==> config.mk <==
export PLATFORM = sky130hd
export DESIGN_NAME = led_masked_subcells_ctrl_flat
export DESIGN_NICKNAME = d
export VERILOG_FILES = /design/src/rtl/led_mask_pkg.sv /design/src/rtl/led_masked_subcells_ctrl_if.sv /design/src/rtl/slot_tag_pipe.sv /design/src/rtl/led_masked_subcells_ctrl.sv /design/src/flat_wrapper.sv
export SDC_FILE = /design/constraint.sdc
export NUM_CORES = 1
export LEC_CHECK = 0
export CAP_MARGIN = 30
export CORE_AREA = 8 8 233 235
export CTS_BUF_LIST = sky130_fd_sc_hd__clkbuf_16
export DETAILED_ROUTE_END_ITERATION = 8
export DIE_AREA = 0 0 241 243
export PLACE_DENSITY = 0.71
export SLEW_MARGIN = 5
export SYNTH_ARGS = -nofsm -noshare
export SYNTH_HDL_FRONTEND = slang
export SYNTH_SLANG_ARGS = --single-unit
==> constraint.sdc <==
create_clock -name clk -period 8 [get_ports clk]
set_clock_uncertainty 0.05 [all_clocks]
set_input_delay 2.4 -clock clk [delete_from_list [all_inputs] [get_ports clk]]
set_output_delay 2.4 -clock clk [all_outputs]
set_load 0.05 [all_outputs]
==> src/rtl/led_mask_pkg.sv <==
// ---------------------------------------------------------------------------
// led_mask_pkg
//   Shared sizing constants and types for the masked LED SubCells sequencer.
//   SLICES is the number of 8-bit slices per 64-bit share. Each issued slice
//   carries a tag, which is its slice index. The tag travels alongside the
//   S-box core latency so that results land in the right byte.
// ---------------------------------------------------------------------------
package led_mask_pkg;

  localparam int STATE_W  = 64;
  localparam int SLICE_W  = 8;
  localparam int SLICES   = STATE_W / SLICE_W;
  localparam int SBOX_LAT = 3;
  localparam int RND_W    = 90;
  localparam int SHARES   = 3;

  localparam int TAG_W = $clog2(SLICES);
  // One extra bit so the counters can hold the terminal value SLICES.
  localparam int CNT_W = $clog2(SLICES + 1);

  localparam logic [CNT_W-1:0] SLICES_CNT = CNT_W'(SLICES);

  typedef enum logic [1:0] {
    IDLE,
    ISSUE,
    DRAIN,
    DONE
  } ctrl_state_e;

  typedef logic [TAG_W-1:0] tag_t;

  // One in-flight slot of the S-box core: valid marks a real slice, not a bubble.
  typedef struct packed {
    logic valid;
    tag_t tag;
  } slot_t;

endpackage

==> src/rtl/led_masked_subcells_ctrl_if.sv <==
// ---------------------------------------------------------------------------
// led_masked_subcells_ctrl_if
//   Bus between the SubCells sequencer and the external masked S-box core.
//   master (sequencer): drives sb_in1..3 (one slice per share) and sb_r
//                       (fresh randomness); receives sb_out1..3.
//   slave  (S-box core): the mirror image.
//   Each share has its own lanes. Nothing in this bus mixes shares.
// ---------------------------------------------------------------------------
interface led_masked_subcells_ctrl_if;
  import led_mask_pkg::*;

  logic [SLICE_W-1:0] sb_in1;
  logic [SLICE_W-1:0] sb_in2;
  logic [SLICE_W-1:0] sb_in3;
  logic [RND_W-1:0]   sb_r;
  logic [SLICE_W-1:0] sb_out1;
  logic [SLICE_W-1:0] sb_out2;
  logic [SLICE_W-1:0] sb_out3;

  modport master (
    output sb_in1, sb_in2, sb_in3, sb_r,
    input  sb_out1, sb_out2, sb_out3
  );

  modport slave (
    input  sb_in1, sb_in2, sb_in3, sb_r,
    output sb_out1, sb_out2, sb_out3
  );

endinterface

==> src/rtl/slot_tag_pipe.sv <==
// ---------------------------------------------------------------------------
// slot_tag_pipe
//   A shift register, SBOX_LAT deep, of {valid, tag}. It runs in lockstep with
//   the S-box core, which has no enable. The head entry describes the core
//   output that is present in the current cycle.
//   Ports:
//     clk, rst  clock and synchronous active-high clear of every slot
//     slot_i    slot pushed this cycle (valid=0 for a bubble)
//     slot_o    slot whose result is on the core outputs now
// ---------------------------------------------------------------------------
module slot_tag_pipe
  import led_mask_pkg::*;
(
  input  logic  clk,
  input  logic  rst,
  input  slot_t slot_i,
  output slot_t slot_o
);

  generate
    for (genvar gi = 0; gi < SBOX_LAT; gi++) begin : g_stage
      slot_t stage_q;
      if (gi == 0) begin : g_first
        always_ff @(posedge clk) begin
          if (rst) stage_q <= '0;
          else     stage_q <= slot_i;
        end
      end else begin : g_next
        always_ff @(posedge clk) begin
          if (rst) stage_q <= '0;
          else     stage_q <= g_stage[gi-1].stage_q;
        end
      end
    end
  endgenerate

  assign slot_o = g_stage[SBOX_LAT-1].stage_q;

endmodule

==> src/rtl/led_masked_subcells_ctrl.sv <==
// ---------------------------------------------------------------------------
// led_masked_subcells_ctrl
//   Sequencer for the LED SubCells layer on a 3-share 64-bit state. In each
//   cycle where randomness is available, it issues one 8-bit slice per share
//   to the external masked S-box core. It then collects the core's delayed
//   results back into three 64-bit result registers.
//   Ports:
//     clk, rst                 clock, synchronous active-high reset
//     start_i                  begin a layer (honoured only in IDLE)
//     state_in1_i..3_i         input shares, latched with start_i
//     rnd_in_i / rnd_valid_i   PRNG word and its freshness flag
//     rnd_ack_o                word consumed this cycle (a slice was issued)
//     sb                       master side of the S-box core bus
//     busy_o                   layer in progress (ISSUE or DRAIN)
//     done_o                   one-cycle pulse when all results are captured
//     state_out1_o..3_o        substituted shares, held until overwritten
// ---------------------------------------------------------------------------
module led_masked_subcells_ctrl
  import led_mask_pkg::*;
(
  input  logic                clk,
  input  logic                rst,
  input  logic                start_i,
  input  logic [STATE_W-1:0]  state_in1_i,
  input  logic [STATE_W-1:0]  state_in2_i,
  input  logic [STATE_W-1:0]  state_in3_i,
  input  logic [RND_W-1:0]    rnd_in_i,
  input  logic                rnd_valid_i,
  output logic                rnd_ack_o,
  led_masked_subcells_ctrl_if.master sb,
  output logic                busy_o,
  output logic                done_o,
  output logic [STATE_W-1:0]  state_out1_o,
  output logic [STATE_W-1:0]  state_out2_o,
  output logic [STATE_W-1:0]  state_out3_o
);

  ctrl_state_e       state_q;
  logic [CNT_W-1:0]  issue_cnt_q;
  logic [CNT_W-1:0]  issue_cnt_d;
  logic [CNT_W-1:0]  coll_cnt_q;
  logic [CNT_W-1:0]  coll_cnt_d;
  logic              busy_q;
  logic              done_q;

  logic              load;
  logic              issue;
  logic              capture;
  slot_t             push_slot;
  slot_t             head_slot;

  logic [STATE_W-1:0] state_in_w [SHARES];
  logic [SLICE_W-1:0] sb_out_w   [SHARES];
  logic [SLICE_W-1:0] sb_in_w    [SHARES];
  logic [STATE_W-1:0] result_w   [SHARES];

  // Issue is gated by state. This way rnd_valid outside ISSUE never consumes
  // randomness and never pushes a valid slot.
  assign load    = (state_q == IDLE) && start_i;
  assign issue   = (state_q == ISSUE) && rnd_valid_i;
  assign capture = head_slot.valid && ((state_q == ISSUE) || (state_q == DRAIN));

  assign issue_cnt_d = issue_cnt_q + CNT_W'(issue);
  assign coll_cnt_d  = coll_cnt_q + CNT_W'(capture);

  // A bubble pushes an all-zero slot, so the tag carries no stale index.
  assign push_slot = {issue, (issue ? issue_cnt_q[TAG_W-1:0] : TAG_W'(0))};

  slot_tag_pipe u_slot_tag_pipe (
    .clk    (clk),
    .rst    (rst),
    .slot_i (push_slot),
    .slot_o (head_slot)
  );

  // Control FSM. The transitions look at the post-increment counts. As a
  // result, DRAIN starts right after the last issue, and DONE starts right
  // after the last capture.
  always_ff @(posedge clk) begin
    if (rst) begin
      state_q     <= IDLE;
      issue_cnt_q <= '0;
      coll_cnt_q  <= '0;
      busy_q      <= 1'b0;
      done_q      <= 1'b0;
    end else begin
      done_q <= 1'b0;
      unique case (state_q)
        IDLE: begin
          if (start_i) begin
            state_q     <= ISSUE;
            issue_cnt_q <= '0;
            coll_cnt_q  <= '0;
            busy_q      <= 1'b1;
          end
        end
        ISSUE: begin
          issue_cnt_q <= issue_cnt_d;
          coll_cnt_q  <= coll_cnt_d;
          if (issue_cnt_d == SLICES_CNT) state_q <= DRAIN;
        end
        DRAIN: begin
          coll_cnt_q <= coll_cnt_d;
          if (coll_cnt_d == SLICES_CNT) begin
            state_q <= DONE;
            busy_q  <= 1'b0;
            done_q  <= 1'b1;
          end
        end
        DONE: begin
          state_q <= IDLE;
        end
        default: begin
          state_q <= IDLE;
        end
      endcase
    end
  end

  assign state_in_w[0] = state_in1_i;
  assign state_in_w[1] = state_in2_i;
  assign state_in_w[2] = state_in3_i;

  assign sb_out_w[0] = sb.sb_out1;
  assign sb_out_w[1] = sb.sb_out2;
  assign sb_out_w[2] = sb.sb_out3;

  // Per-share datapath. Each share has its own shift register and its own
  // result register. The only signals shared between shares are the
  // load/issue/capture strobes and the head tag.
  generate
    for (genvar gi = 0; gi < SHARES; gi++) begin : g_share
      logic [STATE_W-1:0] shift_q;
      logic [STATE_W-1:0] result_q;

      always_ff @(posedge clk) begin
        if (rst) begin
          shift_q  <= '0;
          result_q <= '0;
        end else begin
          if (load) begin
            shift_q <= state_in_w[gi];
          end else if (issue) begin
            shift_q <= shift_q >> SLICE_W;
          end
          // The result register is not cleared on start. Each byte is
          // overwritten only when its own slice comes back from the core.
          if (capture) begin
            result_q[head_slot.tag*SLICE_W +: SLICE_W] <= sb_out_w[gi];
          end
        end
      end

      // Bubbles drive zeros into the core instead of the pending slice.
      assign sb_in_w[gi]  = issue ? shift_q[SLICE_W-1:0] : '0;
      assign result_w[gi] = result_q;
    end
  endgenerate

  assign sb.sb_in1 = sb_in_w[0];
  assign sb.sb_in2 = sb_in_w[1];
  assign sb.sb_in3 = sb_in_w[2];
  assign sb.sb_r   = rnd_in_i;

  assign rnd_ack_o    = issue;
  assign busy_o       = busy_q;
  assign done_o       = done_q;
  assign state_out1_o = result_w[0];
  assign state_out2_o = result_w[1];
  assign state_out3_o = result_w[2];

endmodule
==> src/flat_wrapper.sv <==
// flat-port wrapper written by rule: the top's interface ports become plain ports
module led_masked_subcells_ctrl_flat import led_mask_pkg::*;
  (clk, rst, start_i, state_in1_i, state_in2_i, state_in3_i, rnd_in_i, rnd_valid_i, rnd_ack_o, busy_o, done_o, state_out1_o, state_out2_o, state_out3_o, sb_sb_in1, sb_sb_in2, sb_sb_in3, sb_sb_r, sb_sb_out1, sb_sb_out2, sb_sb_out3);
  led_masked_subcells_ctrl_if sb_i ();
  input  logic clk;
  input  logic rst;
  input  logic start_i;
  input  logic [STATE_W-1:0] state_in1_i;
  input  logic [STATE_W-1:0] state_in2_i;
  input  logic [STATE_W-1:0] state_in3_i;
  input  logic [RND_W-1:0] rnd_in_i;
  input  logic rnd_valid_i;
  output logic rnd_ack_o;
  output logic busy_o;
  output logic done_o;
  output logic [STATE_W-1:0] state_out1_o;
  output logic [STATE_W-1:0] state_out2_o;
  output logic [STATE_W-1:0] state_out3_o;
  output wire logic [$bits(sb_i.sb_in1)-1:0] sb_sb_in1;
  output wire logic [$bits(sb_i.sb_in2)-1:0] sb_sb_in2;
  output wire logic [$bits(sb_i.sb_in3)-1:0] sb_sb_in3;
  output wire logic [$bits(sb_i.sb_r)-1:0] sb_sb_r;
  input wire logic [$bits(sb_i.sb_out1)-1:0] sb_sb_out1;
  input wire logic [$bits(sb_i.sb_out2)-1:0] sb_sb_out2;
  input wire logic [$bits(sb_i.sb_out3)-1:0] sb_sb_out3;
  assign sb_sb_in1 = sb_i.sb_in1;
  assign sb_sb_in2 = sb_i.sb_in2;
  assign sb_sb_in3 = sb_i.sb_in3;
  assign sb_sb_r = sb_i.sb_r;
  assign sb_i.sb_out1 = sb_sb_out1;
  assign sb_i.sb_out2 = sb_sb_out2;
  assign sb_i.sb_out3 = sb_sb_out3;
  led_masked_subcells_ctrl u_core (.clk(clk), .rst(rst), .start_i(start_i), .state_in1_i(state_in1_i), .state_in2_i(state_in2_i), .state_in3_i(state_in3_i), .rnd_in_i(rnd_in_i), .rnd_valid_i(rnd_valid_i), .rnd_ack_o(rnd_ack_o), .sb(sb_i), .busy_o(busy_o), .done_o(done_o), .state_out1_o(state_out1_o), .state_out2_o(state_out2_o), .state_out3_o(state_out3_o));
endmodule
==> flow_metrics.tcl <==
set metrics [dict create \
    finalSetupViolations 0 \
    finalWirelength_um 58500 \
    grt_pass1_vias 15700 \
    wl_per_cell_um 19.0 \
    leakage_nw 7.71 \
    place.gp.congestion 0.847 \
    p_int_mw 3.94 \
    postSynth.asyncResetShare_pct 0 \
    relSlewSlack_pct 32.8 \
    worstPathArrival_ps 4540 \
    seqCellArea_mm2 0.00817 \
    syn_area_per_cell_um2 7.85 \
    power.share.switching_pct 30.7 \
    max_freq_mhz 143 \
    worstHoldPathType "reg2reg" \
    coreArea_mm2 0.0507 \
    cts_tree "built" \
    drive_gt1_share_pct 4.63 \
    period_needed_ps 6990 \
    tns_ps 0 \
    ys_seq_elements 408 \
    seqPwrFrac_pct 43.8 \
    syn-cell-area_mm2 0.0168 \
    crit_family "buffers and inverters" \
    final_cell_mix "nand2_1 (586), clkdlybuf4s50_1 (436), dfxtp_1 (407), nor2_1 (215), a21oi_1 (195)" \
    slowest_stage "clkdlybuf4s50_1" \
    cts_setup_buffers 0 \
    synthFlopType "dfxtp_1" \
    p_sw_mw 1.75 \
    outcome "complete, no violations" \
    clk_pin_slew_worst_paths_ps 60 \
    cp_max_fo 16 \
    io_pins 619 \
    finalHoldViolCount 0 \
    worstMarginPinSlew_ps 1010 \
    dpl.hpwl_um 40800 \
    power.share.combinational_pct 20.8 \
    grtUsageTotal_pct 18.5 \
    synth.yosys.seq_area_share_pct 48.6 \
    initial_core_util_pct 33.2 \
    ir_drop_uv 165 \
    endpoint_kind "output pin" \
    insertion_delay_ps 560 \
    hold_slack_ps 386 \
    dieWidth_um 241 \
    drv_cap 0 \
    drc_errors 0 \
    layout_commonest_cell "nand2_1" \
    die_h_um 243 \
    synth_warnings 0 \
    synth_edf_count 0 \
    cts_hold_buf 0 \
    synth.area.top_cells "dfxtp_1 (49%), nand2_1 (13%), a311oi_1 (8.8%)" \
    drt-initial-drc-count 1317 \
    num_rows 83 \
    syn_to_final_growth_pct 33.4 \
    port_buffers 438 \
    grt_max_degree 193 \
    cts_resized 0 \
    critical-path-max-stage-delay_ps 880 \
    rsz0062_at_grt "false" \
    min_period_over_period_pct 87.3 \
    grt_pass1_wl_um 88100 \
    die-area_mm2 0.0586 \
    cts_buffers 44 \
    power.density_mw_per_mm2 254 \
    post-route-util_pct 44.2 \
    synth_top_area_share_pct 48.6 \
    firstDrtPassIters 7 \
    slew_violations 0 \
    ant_nets 0 \
    antenna_found_initial 2 \
    clockBufferDepth 3 \
    synth_nets 2459 \
    h-tree-depth 2 \
    clkSinkCount 408 \
    path_class "in2out" \
    cpMostUsedCell "clkdlybuf4s50_1" \
    worstSetupStartpointType "input port" \
    power_frac_clock_pct 35.5 \
    num-fill-cells 4976 \
    crit_path_cell_trace "clkdlybuf4s50_1, buf_12, and3_1, clkdlybuf4s50_1" \
    via_per_inst 5.28 \
    nets 2683 \
    grt.overflow.total 0 \
    cts_root_buf "clkbuf_16" \
    yosys.area.top_type "dfxtp_1" \
    postSynthCellCount 2140 \
    num_vias 16200 \
    multi_input_area_mm2 0.00713 \
    synth.distinct_cells 36 \
    critPathBufInv 3 \
    required_ps 5550 \
]
## state kept, by name, indices dropped and copies added, names as in the netlist
| name | count |
|---|---|
| u_core.busy_o | 1 |
| u_core.issue_cnt_q | 4 |
| u_core.state_out2_o | 64 |
| u_core.g_share.shift_q | 192 |
| u_core.state_out3_o | 64 |
| u_core.done_o | 1 |
| u_core.state_q | 2 |
| u_core.coll_cnt_q | 4 |
| u_core.state_out1_o | 64 |
| u_core.u_slot_tag_pipe.g_stage.stage_q | 8 |
| u_core.u_slot_tag_pipe.slot_o | 4 |
## worst register-to-register path, cell delays in order, from the launching register on
cell and delay [ps]:
dfxtp_1 310, inv_1 90, ha_1 690, nand2_4 110, inv_4 100, buf_4 610
ha_1 370, ha_1 280, o41ai_2 520, nand3_1 140, a221oi_1 320
## cell usage after synthesis, types with 2 or more instances
cell and number:
a22oi_1 28, nor3_2 4, nor2_1 218, and3_1 31
ha_1 9, nor3_1 7, nor2_2 2, nand2_1 588
or3_1 2, clkbuf_1 143, o21ai_0 5, nand2b_1 4
buf_2 48, buf_1 8, and2_1 3, inv_1 8
dfxtp_1 408, a21oi_1 195, a32oi_1 4, a311oi_1 168
xor2_1 4, nand3_1 137, nor2b_1 11, buf_4 93
## layout make-up
| cell class | count | share of cell area (%) |
|---|---|---|
| Timing Repair Buffer | 470 | 21.4 |
| Clock buffer | 46 | 5.14 |
| Inverter | 9 | 0.162 |
| Sequential cell | 408 | 36.5 |
| Tap cell | 680 | 3.80 |
| Multi-Input combinational cell | 1431 | 31.8 |
| Antenna cell | 1 | 0.0112 |
| Clock inverter | 31 | 1.21 |
## through the flow
step                      setup slack (ps)  std cells  cell area (µm²)  total power [mW]
final                                 1010       3076            22400              5.69
after global routing                   973       3075            22400              5.96
after CTS                             1020       3071            22300              5.72
after detailed placement              1020       2994            20900              3.68
after global placement                1060       2984            20800              3.64
after floorplan                       2230       2140            16800              3.40
## power groups by stage
| stage | clock network, mW | registers [mW] | logic (mW) |
|---|---|---|---|
| after CTS | 2.07 | 2.49 | 1.17 |
| after global placement | 0 | 2.52 | 1.12 |
| after detailed placement | 0 | 2.52 | 1.16 |
| after floorplan | 0 | 2.47 | 0.927 |
| after global routing | 2.14 | 2.52 | 1.30 |
| final | 2.02 | 2.49 | 1.18 |
## logic make-up (layout without fill, tap and decap cells)
kind of cell / after synthesis / in the layout / share of synthesized area [%]
xor+xnor: 4 / 4 / 0.208
other cells: 0 / 1 / 0
simple gates: 1014 / 1014 / 24.9
buf+inv: 301 / 556 / 9.16
flops: 408 / 408 / 48.6
compound gates: 404 / 404 / 16.4
fa+ha+maj: 9 / 9 / 0.670
## per-layer routing
metal  GRT usage (%)  wire [µm]  vias to the layer above
li1                -          -                     7637
met1            22.5      23500                     7674
met2            30.5      26800                      795
met3            5.73       6210                      122
met4            6.67       2010                        0
met5               0          0                        -
## path summary, 6_finish.rpt
check | start | to | slack (ps) | cells after the start
worst min register to register | u_core.u_slot_tag_pipe.g_stage[1].stage_q[0]$_SDFF_PP0_ | u_core.u_slot_tag_pipe.slot_o[0]$_SDFF_PP0_ | 390 | 1
worst max register to register | u_core.state_q[1]$_SDFFE_PP0P_ | u_core.state_q[0]$_SDFFE_PP0P_ | 4290 | 10
worst max-delay path | rnd_valid_i | sb_sb_in1[2] | 1010 | 4
worst min-delay path | u_core.u_slot_tag_pipe.g_stage[1].stage_q[0]$_SDFF_PP0_ | u_core.u_slot_tag_pipe.slot_o[0]$_SDFF_PP0_ | 390 | 1
Note: power is estimated with default switching activity, not from simulation.
